**src/rtl/dmem_access_unit_pkg.sv**
```systemverilog
// Shared definitions for the data-memory access unit.
//   memaccess_t  : M-stage memory access kind
//   dmem_state_t : access FSM state encoding
//   F3_*         : load/store size/sign encodings carried in funct3
//   access_legal : size/alignment legality of an access
package dmem_access_unit_pkg;

  typedef enum logic [1:0] {
    MEM_NONE  = 2'b00,
    MEM_READ  = 2'b01,
    MEM_WRITE = 2'b10
  } memaccess_t;

  typedef logic [1:0] dmem_state_t;

  localparam dmem_state_t IDLE = 2'd0;
  localparam dmem_state_t REQ  = 2'd1;
  localparam dmem_state_t WAIT = 2'd2;
  localparam dmem_state_t DONE = 2'd3;

  localparam logic [2:0] F3_B  = 3'b000;
  localparam logic [2:0] F3_H  = 3'b001;
  localparam logic [2:0] F3_W  = 3'b010;
  localparam logic [2:0] F3_BU = 3'b100;
  localparam logic [2:0] F3_HU = 3'b101;

  // Unsigned sizes only exist for loads; halves need even addresses,
  // words need word-aligned addresses.
  function automatic logic access_legal(input logic [2:0] f3,
                                        input logic [1:0] addr_lo,
                                        input logic       is_write);
    logic ok;
    case (f3)
      F3_B:    ok = 1'b1;
      F3_BU:   ok = !is_write;
      F3_H:    ok = !addr_lo[0];
      F3_HU:   ok = !is_write && !addr_lo[0];
      F3_W:    ok = (addr_lo == 2'b00);
      default: ok = 1'b0;
    endcase
    return ok;
  endfunction

endpackage

```
**src/rtl/dmem_access_unit_lane_fmt.sv**
```systemverilog
// Combinational byte-lane steering for the data-memory access unit.
//   st_funct3/st_addr_lo/st_data : store size, address low bits, LSB-aligned data
//   st_be/st_wdata               : byte enables and lane-replicated store data
//   ld_funct3/ld_addr_lo/ld_word : load size/sign, address low bits, bus read word
//   ld_data                      : lane-selected, sign/zero-extended load result
module dmem_lane_fmt
  import dmem_access_unit_pkg::*;
(
  input  logic [2:0]  st_funct3,
  input  logic [1:0]  st_addr_lo,
  input  logic [31:0] st_data,
  output logic [3:0]  st_be,
  output logic [31:0] st_wdata,
  input  logic [2:0]  ld_funct3,
  input  logic [1:0]  ld_addr_lo,
  input  logic [31:0] ld_word,
  output logic [31:0] ld_data
);

  logic [7:0]  ld_byte;
  logic [15:0] ld_half;

  always_comb begin
    st_be    = 4'b0000;
    st_wdata = st_data;
    case (st_funct3)
      F3_B, F3_BU: begin
        st_be    = 4'b0001 << st_addr_lo;
        st_wdata = {4{st_data[7:0]}};
      end
      F3_H, F3_HU: begin
        st_be    = st_addr_lo[1] ? 4'b1100 : 4'b0011;
        st_wdata = {2{st_data[15:0]}};
      end
      F3_W: begin
        st_be    = 4'b1111;
        st_wdata = st_data;
      end
      default: begin
        st_be    = 4'b0000;
        st_wdata = st_data;
      end
    endcase
  end

  always_comb begin
    case (ld_addr_lo)
      2'd0:    ld_byte = ld_word[7:0];
      2'd1:    ld_byte = ld_word[15:8];
      2'd2:    ld_byte = ld_word[23:16];
      default: ld_byte = ld_word[31:24];
    endcase
    ld_half = ld_addr_lo[1] ? ld_word[31:16] : ld_word[15:0];
    case (ld_funct3)
      F3_B:    ld_data = {{24{ld_byte[7]}}, ld_byte};
      F3_BU:   ld_data = {24'h000000, ld_byte};
      F3_H:    ld_data = {{16{ld_half[15]}}, ld_half};
      F3_HU:   ld_data = {16'h0000, ld_half};
      default: ld_data = ld_word;
    endcase
  end

endmodule

```
**src/rtl/dmem_access_unit.sv**
```systemverilog
// Memory-stage responder: turns M-stage load/store requests into a
// req/gnt/rvalid bus transaction, holding the pipeline while it is in flight.
//   clk, rst_n        : pipeline clock, async active-low reset
//   memaccess_m       : access kind (MEM_READ / MEM_WRITE, else no access)
//   funct3_m          : size/sign (B, H, W, BU, HU)
//   addr_m, wdata_m   : byte address, LSB-aligned store data
//   rdata_m           : extended load result, valid in DONE
//   stall_mem         : freeze F/D/E/M while a transaction is outstanding
//   fault             : misaligned/illegal size (same cycle) or timeout (in DONE)
//   bus_req/we/addr/be/wdata : registered bus request
//   bus_gnt, bus_rvalid, bus_rdata : bus handshake and read data
//
// state | meaning
// IDLE  | evaluate M-stage access; legal access stalls and launches request
// REQ   | bus_req held until bus_gnt
// WAIT  | granted, waiting for bus_rvalid
// DONE  | one unstalled cycle so M retires; timeout fault reported here
module dmem_access_unit
  import dmem_access_unit_pkg::*;
#(
  parameter int unsigned TIMEOUT = 255
) (
  input  logic        clk,
  input  logic        rst_n,
  input  memaccess_t  memaccess_m,
  input  logic [2:0]  funct3_m,
  input  logic [31:0] addr_m,
  input  logic [31:0] wdata_m,
  output logic [31:0] rdata_m,
  output logic        stall_mem,
  output logic        fault,
  output logic        bus_req,
  output logic        bus_we,
  output logic [31:0] bus_addr,
  output logic [3:0]  bus_be,
  output logic [31:0] bus_wdata,
  input  logic        bus_gnt,
  input  logic        bus_rvalid,
  input  logic [31:0] bus_rdata
);

  // The counter never needs to hold TIMEOUT itself: the abort fires on the
  // edge where it would get there.
  localparam int               CNT_W    = (TIMEOUT > 1) ? $clog2(TIMEOUT) : 1;
  localparam logic [CNT_W-1:0] CNT_LAST = CNT_W'(TIMEOUT - 1);
  localparam bit               TMO_EN   = (TIMEOUT != 0);

  dmem_state_t      state;
  logic [CNT_W-1:0] tmo_cnt;
  logic             tmo_fault;
  logic [2:0]       ld_funct3;
  logic [1:0]       ld_addr_lo;

  logic        access;
  logic        is_write;
  logic        legal;
  logic        start;
  logic        tmo_hit;
  logic [3:0]  st_be;
  logic [31:0] st_wdata;
  logic [31:0] ld_data;

  assign access   = (memaccess_m == MEM_READ) || (memaccess_m == MEM_WRITE);
  assign is_write = (memaccess_m == MEM_WRITE);
  assign legal    = access_legal(funct3_m, addr_m[1:0], is_write);
  assign start    = (state == IDLE) && access && legal;
  assign tmo_hit  = TMO_EN && (tmo_cnt == CNT_LAST);

  assign stall_mem = start || (state == REQ) || (state == WAIT);
  assign fault     = ((state == IDLE) && access && !legal) ||
                     ((state == DONE) && tmo_fault);

  dmem_lane_fmt u_lane_fmt (
    .st_funct3  (funct3_m),
    .st_addr_lo (addr_m[1:0]),
    .st_data    (wdata_m),
    .st_be      (st_be),
    .st_wdata   (st_wdata),
    .ld_funct3  (ld_funct3),
    .ld_addr_lo (ld_addr_lo),
    .ld_word    (bus_rdata),
    .ld_data    (ld_data)
  );

  always_ff @(posedge clk or negedge rst_n) begin
    if (!rst_n) begin
      state      <= IDLE;
      tmo_cnt    <= '0;
      tmo_fault  <= 1'b0;
      ld_funct3  <= 3'b000;
      ld_addr_lo <= 2'b00;
      rdata_m    <= 32'h0;
      bus_req    <= 1'b0;
      bus_we     <= 1'b0;
      bus_addr   <= 32'h0;
      bus_be     <= 4'b0000;
      bus_wdata  <= 32'h0;
    end else begin
      case (state)
        IDLE: begin
          if (start) begin
            state      <= REQ;
            tmo_cnt    <= '0;
            bus_req    <= 1'b1;
            bus_we     <= is_write;
            bus_addr   <= {addr_m[31:2], 2'b00};
            bus_be     <= st_be;
            bus_wdata  <= st_wdata;
            ld_funct3  <= funct3_m;
            ld_addr_lo <= addr_m[1:0];
          end
        end
        REQ: begin
          if (tmo_hit) begin
            state     <= DONE;
            bus_req   <= 1'b0;
            rdata_m   <= 32'h0;
            tmo_fault <= 1'b1;
          end else begin
            if (bus_gnt) begin
              state   <= WAIT;
              bus_req <= 1'b0;
            end
            if (TMO_EN) tmo_cnt <= tmo_cnt + CNT_W'(1);
          end
        end
        WAIT: begin
          if (tmo_hit) begin
            state     <= DONE;
            rdata_m   <= 32'h0;
            tmo_fault <= 1'b1;
          end else if (bus_rvalid) begin
            state   <= DONE;
            rdata_m <= bus_we ? 32'h0 : ld_data;
          end else if (TMO_EN) begin
            tmo_cnt <= tmo_cnt + CNT_W'(1);
          end
        end
        default: begin
          state     <= IDLE;
          tmo_fault <= 1'b0;
        end
      endcase
    end
  end

endmodule

```
**config.mk**
```make
export PLATFORM = sky130hd
export DESIGN_NAME = dmem_access_unit
export DESIGN_NICKNAME = d
export VERILOG_FILES = /design/src/rtl/dmem_access_unit_pkg.sv /design/src/rtl/dmem_access_unit_lane_fmt.sv /design/src/rtl/dmem_access_unit.sv
export SDC_FILE = /design/constraint.sdc
export NUM_CORES = 1
export LEC_CHECK = 0
export BUFFER_PORTS_ARGS = -buffer_cell sky130_fd_sc_hd__buf_2
export CAP_MARGIN = 20
export CORE_MARGIN = 3
export CORE_UTILIZATION = 45
export CTS_BUF_LIST = sky130_fd_sc_hd__clkbuf_2
export CTS_CLUSTER_SIZE = 10
export DETAILED_ROUTE_END_ITERATION = 7
export PLACE_DENSITY_LB_ADDON = 0.08
export SKIP_CTS_REPAIR_TIMING = 1
export SLEW_MARGIN = 20
export SYNTH_ARGS = -nofsm -noshare
export SYNTH_HDL_FRONTEND = slang
export SYNTH_SLANG_ARGS = --single-unit
```
**constraint.sdc**
```tcl
create_clock -name clk -period 2.71 [get_ports clk]
set_input_delay 0 -clock clk [delete_from_list [all_inputs] [get_ports clk]]
set_output_delay 0 -clock clk [all_outputs]
set_load 0.005 [all_outputs]
```
==> results of run 1 <==
## placed cells by master, fill, tap and decap left out, types with 3 or more instances in the layout
cell type / n
sky130_fd_sc_hd__and4_1: 3
sky130_fd_sc_hd__buf_2: 205
sky130_fd_sc_hd__a21oi_1: 18
sky130_fd_sc_hd__a22o_1: 25
sky130_fd_sc_hd__clkbuf_2: 19
sky130_fd_sc_hd__o21ai_0: 40
sky130_fd_sc_hd__mux2i_1: 35
sky130_fd_sc_hd__buf_12: 3
sky130_fd_sc_hd__a21o_1: 18
sky130_fd_sc_hd__dlygate4sd3_1: 161
sky130_fd_sc_hd__ha_1: 8
sky130_fd_sc_hd__or3_1: 5
sky130_fd_sc_hd__o2bb2ai_1: 9
sky130_fd_sc_hd__nor2b_1: 4
sky130_fd_sc_hd__o2111ai_1: 6
sky130_fd_sc_hd__dfrtp_1: 116
sky130_fd_sc_hd__a32o_1: 7
sky130_fd_sc_hd__inv_1: 13
sky130_fd_sc_hd__and2_1: 3
sky130_fd_sc_hd__a31oi_1: 3
sky130_fd_sc_hd__mux2_2: 5
sky130_fd_sc_hd__nor2_1: 17
sky130_fd_sc_hd__nand2_1: 172
sky130_fd_sc_hd__nand3_1: 4
sky130_fd_sc_hd__buf_4: 5
sky130_fd_sc_hd__clkinvlp_4: 5
sky130_fd_sc_hd__clkinv_2: 4
sky130_fd_sc_hd__nand2b_1: 10
## logic make-up after synthesis
logic type / count (synthesis)
mux: 43
compound gates: 148
buf+inv: 53
other cells: 1
flops: 116
simple gates: 226
fa+ha+maj: 8
## worst min path at each step
stage                     from                        end  slack, ns  cells past startpoint
global route        addr_m[30]   bus_addr[30]$_DFFE_PN0P_      0.001                      4
global placement         rst_n     rdata_m[0]$_DFFE_PN0P_       0.07                      1
detailed placement       rst_n     rdata_m[0]$_DFFE_PN0P_       0.08                      1
CTS                      rst_n  bus_wdata[29]$_DFFE_PN0P_      -0.73                      1
finish              addr_m[17]   bus_addr[17]$_DFFE_PN0P_       0.03                      4
floorplan                rst_n   bus_addr[10]$_DFFE_PN0P_      -0.30                      0
## cell usage after synthesis, drive strengths merged (2+ instances only)
cell     count  area (um2)
a21o        18         135
a21oi       19        98.9
a22o        25         219
a22oi        4        40.0
a2bb2oi      2        17.5
a31oi        3        18.8
a32o         7        70.1
and2         3        18.8
and4         3        26.3
buf         23         124
clkbuf      17        65.1
dfrtp      116        2900
ha           8         100
inv         13        48.8
mux2         6        67.6
mux2i       35         350
mux4         2        45.0
nand2      172         646
nand2b      10        62.6
nand3        4        20.0
nor2        18        70.1
nor2b        4        25.0
nor3         2        10.0
nor4         2        12.5
o2111ai      6        52.6
o211a        2        20.0
o21a         3        23.8
o21ai       41         205
o22ai        2        12.5
o2bb2ai      9        78.8
or3          5        31.3
## per-layer routing
layer,global-route usage [%],vias to the layer above,wire (um),part of all wire [%]
met3,6.89,43,1220,6.3
li1,-,2792,-,-
met4,8.40,0,565,2.9
met2,35.6,250,9710,50
met1,28.4,2902,7780,40
met5,0,-,0,0
## through the flow
step / instances / hold slack (ns) / worst slack, ns / power (uW) / util (%)
finish: 1131 / 0.0280 / 0.269 / 7420 / 71.6
global route: 1131 / 0.00132 / 0.0866 / 7980 / 71.6
CTS: 969 / -0.728 / 0.219 / 7070 / 58.1
detailed placement: 937 / 0.0779 / 0.449 / 5950 / 56.3
global placement: 937 / 0.0686 / 0.566 / 5860 / 56.3
floorplan: 596 / -0.296 / 0.802 / 4700 / -
## power breakdown
part           total [uW]  switching, uW  internal [uW]
clock network        1130            704            425
registers            2900            487           2410
logic                3400           1770           1620
total                7420           2970           4460
## state kept, by name, indices dropped and copies added (netlist names)
signal,flops
state,2
rdata_m,32
bus_we,1
tmo_cnt,8
bus_req,1
bus_addr,30
bus_wdata,32
bus_be,4
tmo_fault,1
ld_addr_lo,2
ld_funct3,3
## cell type report
class	count	area, um2	area share [%]
Sequential cell	116	2900	33.2
Clock inverter	13	135	1.55
Clock buffer	19	95.1	1.09
Multi-Input combinational cell	427	2580	29.6
Tap cell	168	210	2.41
Inverter	13	48.8	0.558
Timing Repair Buffer	375	2760	31.6
## worst min-delay path, delay by kind of cell
| family | cells | cell delay (ns) |
|---|---|---|
| simple gates | 2 | 0.09 |
| buf+inv | 2 | 0.63 |
==> impl_summary.txt, run 1 <==
----------------------------------------------------
[Status]
  Outcome ... finished, final reports clean

[Critical path]
  Required time of the worst setup path ... 2.71 ns
  FF-to-FF path depth ... 5
  Startpoint of the lowest-slack register-to-register path ... ld_addr_lo[1]$_DFFE_PN0P_
  Type of the setup path with the least slack ... reg -> out
  Worst R2R End ... rdata_m[1]$_DFFE_PN0P_
  Maximum single-stage delay on the critical path ... 0.49 ns
  Critical Path, Cell by Cell ... inv_1, ha_1, nor2b_1, o21ai_4, buf_12, nand2_1, buf_2
  Worst path slowest cell ... sky130_fd_sc_hd__dfrtp_1
  Total number of cells along the worst setup path ... 7
  Largest driver fanout on the critical path ... 95
  FF-to-FF setup slack ... 0.29 ns
  Type of destination of the critical path ... output pin
  Critical path startpoint ... state[0]$_DFFE_PN0P_
  Critical path arrival ... 2.44 ns
  CP bufs+invs ... 3
  Crit start category ... register
  Worst setup path end ... stall_mem
  Cell family contributing the most delay on the critical path ... flip-flops

[Die]
  Core area ... 12200 um2
  DIE HEIGHT ... 119 um
  Initial Utilization ... 46.7%
  Row count ... 40
  Floorplan die area ... 14100 um2
  Die extent in x ... 119 um
  Num ports ... 209

[Route]
  Number of vias after detailed routing ... 5987
  Total DRC errors in the routed layout ... 0
  Wire length reported by the detailed router ... 19300 um
  Post-detailed-route wirelength per cell ... 17.0 um
  Number of routed nets with antenna violations ... 0
  Number of vias per cell ... 5.29
  Drt first-iter violations ... 580
  TritonRoute pass-1 iters ... 5

[Placed design]
  Number of port buffers ... 206
  Instance area after placement ... 6870 um2
  Final GP Congestion ... 0.888
  HPWL after DPL ... 11100 um

[Synth]
  Count of flip-flops with a built-in enable after synthesis ... 0
  Combinational family with the most area after synthesis ... compound AO/OA/AOI/OAI gates
  Sequential-to-total area share from yosys stat ... 50.9%
  Main flop type after synthesis ... sky130_fd_sc_hd__dfrtp_1
  Cell variety after synth ... 51
  Share of synthesized registers carrying an async set or reset ... 100%
  Mux cell area share after synthesis ... 8.12%
  Share of the synthesized area in compound gates (AO/OA/AOI/OAI) ... 18.5%
  Flop and latch count out of synthesis ... 116
  Cell count after synthesis ... 595
  Post-synthesis xor/xnor area fraction ... 0%
  Area share of fa/ha/maj cells after synthesis ... 1.76%
  Avg Synthesized Cell Area ... 9.58 um2
  Post-synthesis instance area ... 5700 um2
  Fraction of the mapped netlist area in simple logic gates ... 16.5%
  Warning count from the yosys run ... 0

[Clock tree]
  Number of H-tree levels ... 4
  Clock Tree Buf Depth ... 2
  Clock buffer count from CTS ... 17
  Cell chosen for the clock root ... sky130_fd_sc_hd__clkbuf_2
  Clock transition at the register clock pins on the worst setup and hold paths after CTS ... 0.20 ns
  Total number of clock tree sinks ... 116
  CTS tree ... done
  Insertion delay of the later-clocked pin in the worst-skew pair ... 0.71 ns

[Timing]
  Setup Viol. Count Final ... 0
  Fin crit share ... 90.1%
  Upper clock frequency limit ... 0.410 GHz
  RSZ-0062 raised after global routing ... no
  Final clock skew ... 0.0282 ns
  Final Critical Period ... 2.44 ns
  Total count of hold-check failures in the final report ... 0
  Setup TNS ... 0 ns
  Transition at the pin with the smallest max-transition slack ... 0.969 ns
  Slew Viols, Final ... 0
  Max-Slew Margin vs Limit ... 35.1%

[Cells and area]
  Synth-to-layout area growth ... 53.2%
  Final design instance area without fill ... 8740 um2
  ANT cells ... 0
  Layout cells sized above 1 ... 27.1%
  Number of nets at the end of the flow ... 1063
  Number of inserted filler cells in the final layout ... 883

[Global route]
  Pin count of the biggest net entering global routing ... 96
  Global routing usage summed across all routing layers ... 22.3%
  Number of antenna violations at the first check in global routing ... 0
  Remaining Overflow, GRT ... 0
  Global-route wire length before repair ... 25300 um
  Vias in the first global route ... 4994

[Pwr]
  Max rail drop VDD ... 0.000500 V
  Leakage power summed over all cells ... 0.00453 uW
  Ratio of total power to cell area ... 849 nW/um2

[Job]
  Max cap viols ... 0

[Min path]
  Hold Crit Class ... in -> reg

----------------------------------------------------
No activity file was read; power rests on OpenSTA's default activity.
==> inputs of run 2 (changes only) <==
- CORE_UTILIZATION: 45 -> 51
==> impl_summary.txt, run 2 (synthesized netlist as in run 1, its figures left out) <==
----------------------------------------------------
[Status]
  Outcome ... finished, final reports clean

[Global route]
  Remaining Overflow, GRT ... 0
  Global-route wire length before repair ... 26000 um
  Global routing usage summed across all routing layers ... 25.8%
  Vias in the first global route ... 5100
  Pin count of the biggest net entering global routing ... 96
  Number of antenna violations at the first check in global routing ... 0

[Clock tree]
  Clock buffer count from CTS ... 17
  CTS tree ... done
  Total number of clock tree sinks ... 116
  Number of H-tree levels ... 4
  Insertion delay of the later-clocked pin in the worst-skew pair ... 0.72 ns
  Cell chosen for the clock root ... sky130_fd_sc_hd__clkbuf_2
  Clock transition at the register clock pins on the worst setup and hold paths after CTS ... 0.17 ns
  Clock Tree Buf Depth ... 2

[Cells and area]
  Leading cell type in the layout, fill and taps excluded ... sky130_fd_sc_hd__buf_2
  Number of nets at the end of the flow ... 1059
  Registers with the highest flip-flop counts ... bus_wdata: 32 flops, rdata_m: 32 flops, bus_addr: 30 flops
  Number of inserted filler cells in the final layout ... 633
  ANT cells ... 0
  Most frequent cells in the layout ... sky130_fd_sc_hd__buf_2, sky130_fd_sc_hd__nand2_1, sky130_fd_sc_hd__dlygate4sd3_1
  Synth-to-layout area growth ... 52.0%
  Layout cells sized above 1 ... 27.3%
  Post-Route Utilization ... 81.7%

[Pwr]
  Relative contribution of sequential cells to total power ... 38.4%
  Part of the total power dissipated in the clock network ... 16.5%
  Sw Share ... 39.3%
  Cell-internal power ... 4650 uW
  Max rail drop VDD ... 0.000554 V
  Ratio of total power to cell area ... 885 nW/um2
  Leakage power summed over all cells ... 0.00451 uW
  Post-layout power ... 7670 uW
  Net switching power figure ... 3010 uW
  Portion of total power attributed to combinational logic ... 45.0%

[Min path]
  Destination of the worst hold path ... bus_addr[22]$_DFFE_PN0P_
  Hold Crit Depth ... 4
  Worst Hold Launch ... addr_m[22]
  Hold Crit Class ... in -> reg

[Route]
  Number of vias after detailed routing ... 6185
  Number of routed nets with antenna violations ... 0
  TritonRoute pass-1 iters ... 5
  Number of vias per cell ... 5.65
  Post-detailed-route wirelength per cell ... 18.3 um
  Wire length reported by the detailed router ... 20000 um
  Total DRC errors in the routed layout ... 0
  Drt first-iter violations ... 598

[Critical path]
  Type of destination of the critical path ... register
  Type of the setup path with the least slack ... reg -> reg
  FF-to-FF path depth ... 5
  Worst R2R End ... rdata_m[3]$_DFFE_PN0P_
  Required time of the worst setup path ... 3.30 ns
  FF-to-FF setup slack ... 0.22 ns
  Startpoint of the lowest-slack register-to-register path ... ld_addr_lo[1]$_DFFE_PN0P_
  Critical path arrival ... 3.09 ns
  Crit start category ... register
  Largest driver fanout on the critical path ... 15

[Job]
  Max cap viols ... 0

[Timing]
  Upper clock frequency limit ... 0.401 GHz
  RSZ-0062 raised after global routing ... no
  Final clock skew ... 0.0248 ns
  Slew Viols, Final ... 0
  Setup TNS ... 0 ns
  Setup Viol. Count Final ... 0
  Final Critical Period ... 2.49 ns
  Transition at the pin with the smallest max-transition slack ... 0.737 ns
  Max-Slew Margin vs Limit ... 50.9%
  Fin crit share ... 92.0%
  Post-route worst hold slack ... 0.0166 ns
  Total count of hold-check failures in the final report ... 0

[Die]
  Core area ... 10600 um2
  DIE HEIGHT ... 112 um
  Row count ... 37
  Floorplan die area ... 12500 um2
  Num ports ... 209
  Initial Utilization ... 53.8%
  Die extent in x ... 112 um

[Placed design]
  HPWL after DPL ... 11500 um
  Number of port buffers ... 206
  Final GP Congestion ... 0.866

----------------------------------------------------
run 2: changes by cell type in the layout (fill, tap and decap cells not counted), sizes merged:
cell | previous run | this run
clkinv | 5 | 4
buf | 214 | 218
clkinvlp | 5 | 3
bufinv | 2 | 4
inv | 14 | 13
dlygate4sd3 | 161 | 153
clkbuf | 19 | 20
run 2: layout make-up:
cell class / instances / area [um2] / area share (%)
Sequential cell: 116 / 2900 / 33.5
Timing Repair Buffer: 371 / 2700 / 31.2
Multi-Input combinational cell: 427 / 2580 / 29.8
Tap cell: 136 / 170 / 1.96
Clock inverter: 11 / 160 / 1.85
Clock buffer: 20 / 100 / 1.16
Inverter: 13 / 48.8 / 0.563
run 2: layer usage:
layer | GRT usage, % | share of wire (%) | vias to the layer above
met5 | 0 | 0 | -
met1 | 34.3 | 38 | 3007
met2 | 40.4 | 50 | 330
li1 | - | - | 2779
met4 | 8.27 | 3.6 | 0
met3 | 8.10 | 8.3 | 69
run 2: metrics by stage:
step | setup slack, ns | cell area, um2 | instances
floorplan | 0.802 | 5710 | 596
global placement | 0.601 | 6850 | 909
detailed placement | 0.506 | 6850 | 909
CTS | 0.262 | 7110 | 940
global route | 0.107 | 8670 | 1094
finish | 0.216 | 8670 | 1094
run 2: how the worst max path moves through the flow:
stage | from | endpoint | cells past startpoint
2_1_floorplan | state[1]$_DFFE_PN0P_ | tmo_cnt[1]$_DFFE_PN0P_ | 6
6_report | ld_addr_lo[1]$_DFFE_PN0P_ | rdata_m[3]$_DFFE_PN0P_ | 5
3_3_place_gp | state[0]$_DFFE_PN0P_ | tmo_cnt[1]$_DFFE_PN0P_ | 6
3_5_place_dp | state[0]$_DFFE_PN0P_ | tmo_cnt[1]$_DFFE_PN0P_ | 6
4_1_cts | state[1]$_DFFE_PN0P_ | stall_mem | 7
5_1_grt | state[1]$_DFFE_PN0P_ | rdata_m[1]$_DFFE_PN0P_ | 8
run 2: critical path: stages (launching register included):
cell,delay (ns)
sky130_fd_sc_hd__dfrtp_1,0.78
sky130_fd_sc_hd__inv_1,0.27
sky130_fd_sc_hd__or3_1,0.43
sky130_fd_sc_hd__a21oi_1,0.22
sky130_fd_sc_hd__o2bb2ai_1,0.12
sky130_fd_sc_hd__dlygate4sd3_1,0.57
run 2: power by group through the flow:
stage / Sequential, uW / Clock, uW / Combinational (uW)
after floorplan: 2860 / 0 / 1840
after global placement: 2900 / 0 / 2950
after detailed placement: 2930 / 0 / 3070
after CTS: 2900 / 1290 / 3070
after global routing: 3030 / 1360 / 3790
final: 2950 / 1270 / 3450
==> inputs of run 3 (changes only) <==
- ABC_AREA: not set -> 1
- CORE_UTILIZATION: 51 -> 52
==> impl_summary.txt, run 3 <==
----------------------------------------------------
[Pwr]
  Sw Share ... 42.5%
  Cell-internal power ... 4570 uW
  Portion of total power attributed to combinational logic ... 45.5%
  Relative contribution of sequential cells to total power ... 37.8%
  Leakage power summed over all cells ... 0.00472 uW
  Part of the total power dissipated in the clock network ... 16.7%
  Ratio of total power to cell area ... 905 nW/um2
  Net switching power figure ... 3380 uW
  Max rail drop VDD ... 0.000575 V

[Synth]
  Post-synthesis instance area ... 5950 um2
  Most common library cells after synthesis ... sky130_fd_sc_hd__nand2_1, sky130_fd_sc_hd__dfrtp_1, sky130_fd_sc_hd__o21ai_0, sky130_fd_sc_hd__nand3_1, sky130_fd_sc_hd__inv_1
  Main flop type after synthesis ... sky130_fd_sc_hd__dfrtp_1
  Cell with the most instances after synthesis ... sky130_fd_sc_hd__nand2_1
  Count of flip-flops with a built-in enable after synthesis ... 0
  Share of synthesized registers carrying an async set or reset ... 100%
  Largest cells by area after synthesis ... sky130_fd_sc_hd__dfrtp_1, sky130_fd_sc_hd__nand2_1, sky130_fd_sc_hd__o21ai_0
  Flop and latch count out of synthesis ... 116
  Cell count after synthesis ... 748
  Sequential-to-total area share from yosys stat ... 48.8%
  Largest area contributor in the netlist ... sky130_fd_sc_hd__dfrtp_1
  Area fraction of the dominant cell type after synthesis ... 48.8%
  Warning count from the yosys run ... 0
  Cell variety after synth ... 36
  Avg Synthesized Cell Area ... 7.95 um2

[Placed design]
  HPWL after DPL ... 11500 um
  Number of placed cells counting well taps ... 1060
  Final GP Congestion ... 0.864
  Instance area after placement ... 7000 um2
  Number of port buffers ... 206
  Setup Slack @ Placement ... 0.414 ns

[Timing]
  Total count of hold-check failures in the final report ... 0
  Setup Viol. Count Final ... 0
  Setup TNS ... 0 ns
  Max-Slew Margin vs Limit ... 47.1%
  Upper clock frequency limit ... 0.426 GHz
  Final clock skew ... 0.0368 ns
  Slew Viols, Final ... 0
  Fin crit share ... 86.6%
  Final Critical Period ... 2.35 ns
  RSZ-0062 raised after global routing ... no
  Post-route worst hold slack ... 0.0294 ns
  Transition at the pin with the smallest max-transition slack ... 0.794 ns
  Min setup slack post-route ... 0.364 ns

[Route]
  Number of vias per cell ... 5.43
  Number of routed nets with antenna violations ... 0
  Post-detailed-route wirelength per cell ... 16.9 um
  Wire length reported by the detailed router ... 21000 um
  TritonRoute pass-1 iters ... 7
  Total DRC errors in the routed layout ... 0
  Number of vias after detailed routing ... 6758
  Drt first-iter violations ... 758

[Critical path]
  Largest driver fanout on the critical path ... 16
  Startpoint of the lowest-slack register-to-register path ... state[1]$_DFFE_PN0P_
  Type of the setup path with the least slack ... reg -> reg
  Crit start category ... register
  Type of destination of the critical path ... register
  Required time of the worst setup path ... 3.34 ns
  Critical path startpoint ... state[1]$_DFFE_PN0P_
  Critical path arrival ... 2.98 ns

[Die]
  Num ports ... 209
  Row count ... 38
  Core area ... 11000 um2
  Die extent in x ... 113 um
  Floorplan die area ... 12800 um2
  Initial Utilization ... 53.9%
  DIE HEIGHT ... 113 um

[Global route]
  Number of antenna violations at the first check in global routing ... 0
  Global-route wire length before repair ... 26100 um
  Global routing usage summed across all routing layers ... 25.2%
  Vias in the first global route ... 5558
  Pin count of the biggest net entering global routing ... 86
  Remaining Overflow, GRT ... 0

[Cells and area]
  Leading cell type in the layout, fill and taps excluded ... sky130_fd_sc_hd__nand2_1
  Number of nets at the end of the flow ... 1202
  Registers with the highest flip-flop counts ... bus_wdata: 32 flops, rdata_m: 32 flops, bus_addr: 30 flops
  Most frequent cells in the layout ... sky130_fd_sc_hd__nand2_1, sky130_fd_sc_hd__buf_2, sky130_fd_sc_hd__dlygate4sd3_1
  Layout cells sized above 1 ... 25.1%
  Final design instance area without fill ... 8780 um2
  Non-filler instance count after layout ... 1244
  Synth-to-layout area growth ... 47.7%

[Clock tree]
  Clock Tree Buf Depth ... 2
  Cell chosen for the clock root ... sky130_fd_sc_hd__clkbuf_2
  Clock buffer count from CTS ... 17
  Total number of clock tree sinks ... 116
  Number of H-tree levels ... 4
  Insertion delay of the later-clocked pin in the worst-skew pair ... 0.71 ns
  CTS tree ... done
  Clock transition at the register clock pins on the worst setup and hold paths after CTS ... 0.18 ns

[Job]
  Max cap viols ... 0

[Min path]
  Worst Hold Launch ... addr_m[20]
  Hold Crit Class ... in -> reg

[Status]
  Outcome ... finished, final reports clean

----------------------------------------------------
## run 3: cell types whose count changed after synthesis, moves of 9 or more
cell                        change
sky130_fd_sc_hd__o21bai_1      +19
sky130_fd_sc_hd__nand3_1       +34
sky130_fd_sc_hd__a21boi_0      +15
sky130_fd_sc_hd__nand2_1      +130
sky130_fd_sc_hd__a21o_1        -18
sky130_fd_sc_hd__o2bb2ai_1      -9
sky130_fd_sc_hd__a22o_1        -25
sky130_fd_sc_hd__or2_2         +10
sky130_fd_sc_hd__inv_1         +23
sky130_fd_sc_hd__mux2i_1       -35
sky130_fd_sc_hd__o21ai_0       +14
sky130_fd_sc_hd__nor2_1        +10
sky130_fd_sc_hd__nand4_1       +16
sky130_fd_sc_hd__nand2b_1      -10
## run 3: path summary, 6_finish.rpt
kind                                             to  slack, ns  cells past startpoint
setup / recovery           ld_funct3[2]$_DFFE_PN0P_       0.36                      9
hold / removal             bus_addr[20]$_DFFE_PN0P_       0.03                      4
setup reg to reg           ld_funct3[2]$_DFFE_PN0P_       0.36                      9
hold reg to reg              rdata_m[4]$_DFFE_PN0P_       0.51                      2
max in group asynchronous     bus_be[2]$_DFFE_PN0P_       1.62                      4
min in group asynchronous    tmo_cnt[3]$_DFFE_PN0P_       0.40                      3
## run 3: kinds of logic after synthesis
group           share of synthesized area (%)
buf+inv                                  6.19
fa+ha+maj                                1.68
xor+xnor                                0.589
flops                                    48.8
simple gates                             30.2
compound gates                           12.5
other cells                            0.0631
## run 3: per-stage QoR
stage               power, uW  utilization (%)
global placement         6060             63.4
finish                   7950             79.6
CTS                      7460             65.9
detailed placement       6140             63.4
global route             8510             79.6
floorplan                4890                -
## run 3: area by class of cell
| type | instances | area, um2 |
|---|---|---|
| well taps | 140 | 175 |
| multi-input cells | 552 | 2680 |
| clock inverters | 13 | 181 |
| diodes | 2 | 5.00 |
| inverters | 41 | 154 |
| fillers | 695 | 2250 |
| flip-flops and latches | 116 | 2900 |
| repair buffers | 361 | 2590 |
| clock buffers | 19 | 95.1 |
## run 3: metal layers
layer | routed length, um | GRT usage [%] | up-vias | part of all wire, %
li1 | - | - | 3100 | -
met1 | 7780 | 32.2 | 3143 | 37
met2 | 10400 | 41.4 | 419 | 50
met3 | 1840 | 8.29 | 96 | 8.8
met4 | 902 | 6.89 | 0 | 4.3
met5 | 0 | 0 | - | 0
## run 3: power by group through the flow
stage	Sequential, uW	Clock (uW)	Combinational, uW
floorplan	2930	0	1950
global placement	2960	0	3090
detailed placement	2960	0	3170
CTS	2950	1330	3180
global route	3080	1410	4020
finish	3000	1330	3610
## run 3: worst max-delay path: stages (launching register included)
cell and delay, ns:
sky130_fd_sc_hd__dfrtp_1 0.47, sky130_fd_sc_hd__inv_1 0.10, sky130_fd_sc_hd__ha_1 0.25, sky130_fd_sc_hd__inv_1 0.11
sky130_fd_sc_hd__nor2_1 0.16, sky130_fd_sc_hd__nand2_2 0.19, sky130_fd_sc_hd__inv_2 0.27, sky130_fd_sc_hd__nand2_1 0.08
sky130_fd_sc_hd__nand2_1 0.08, sky130_fd_sc_hd__dlygate4sd3_1 0.56
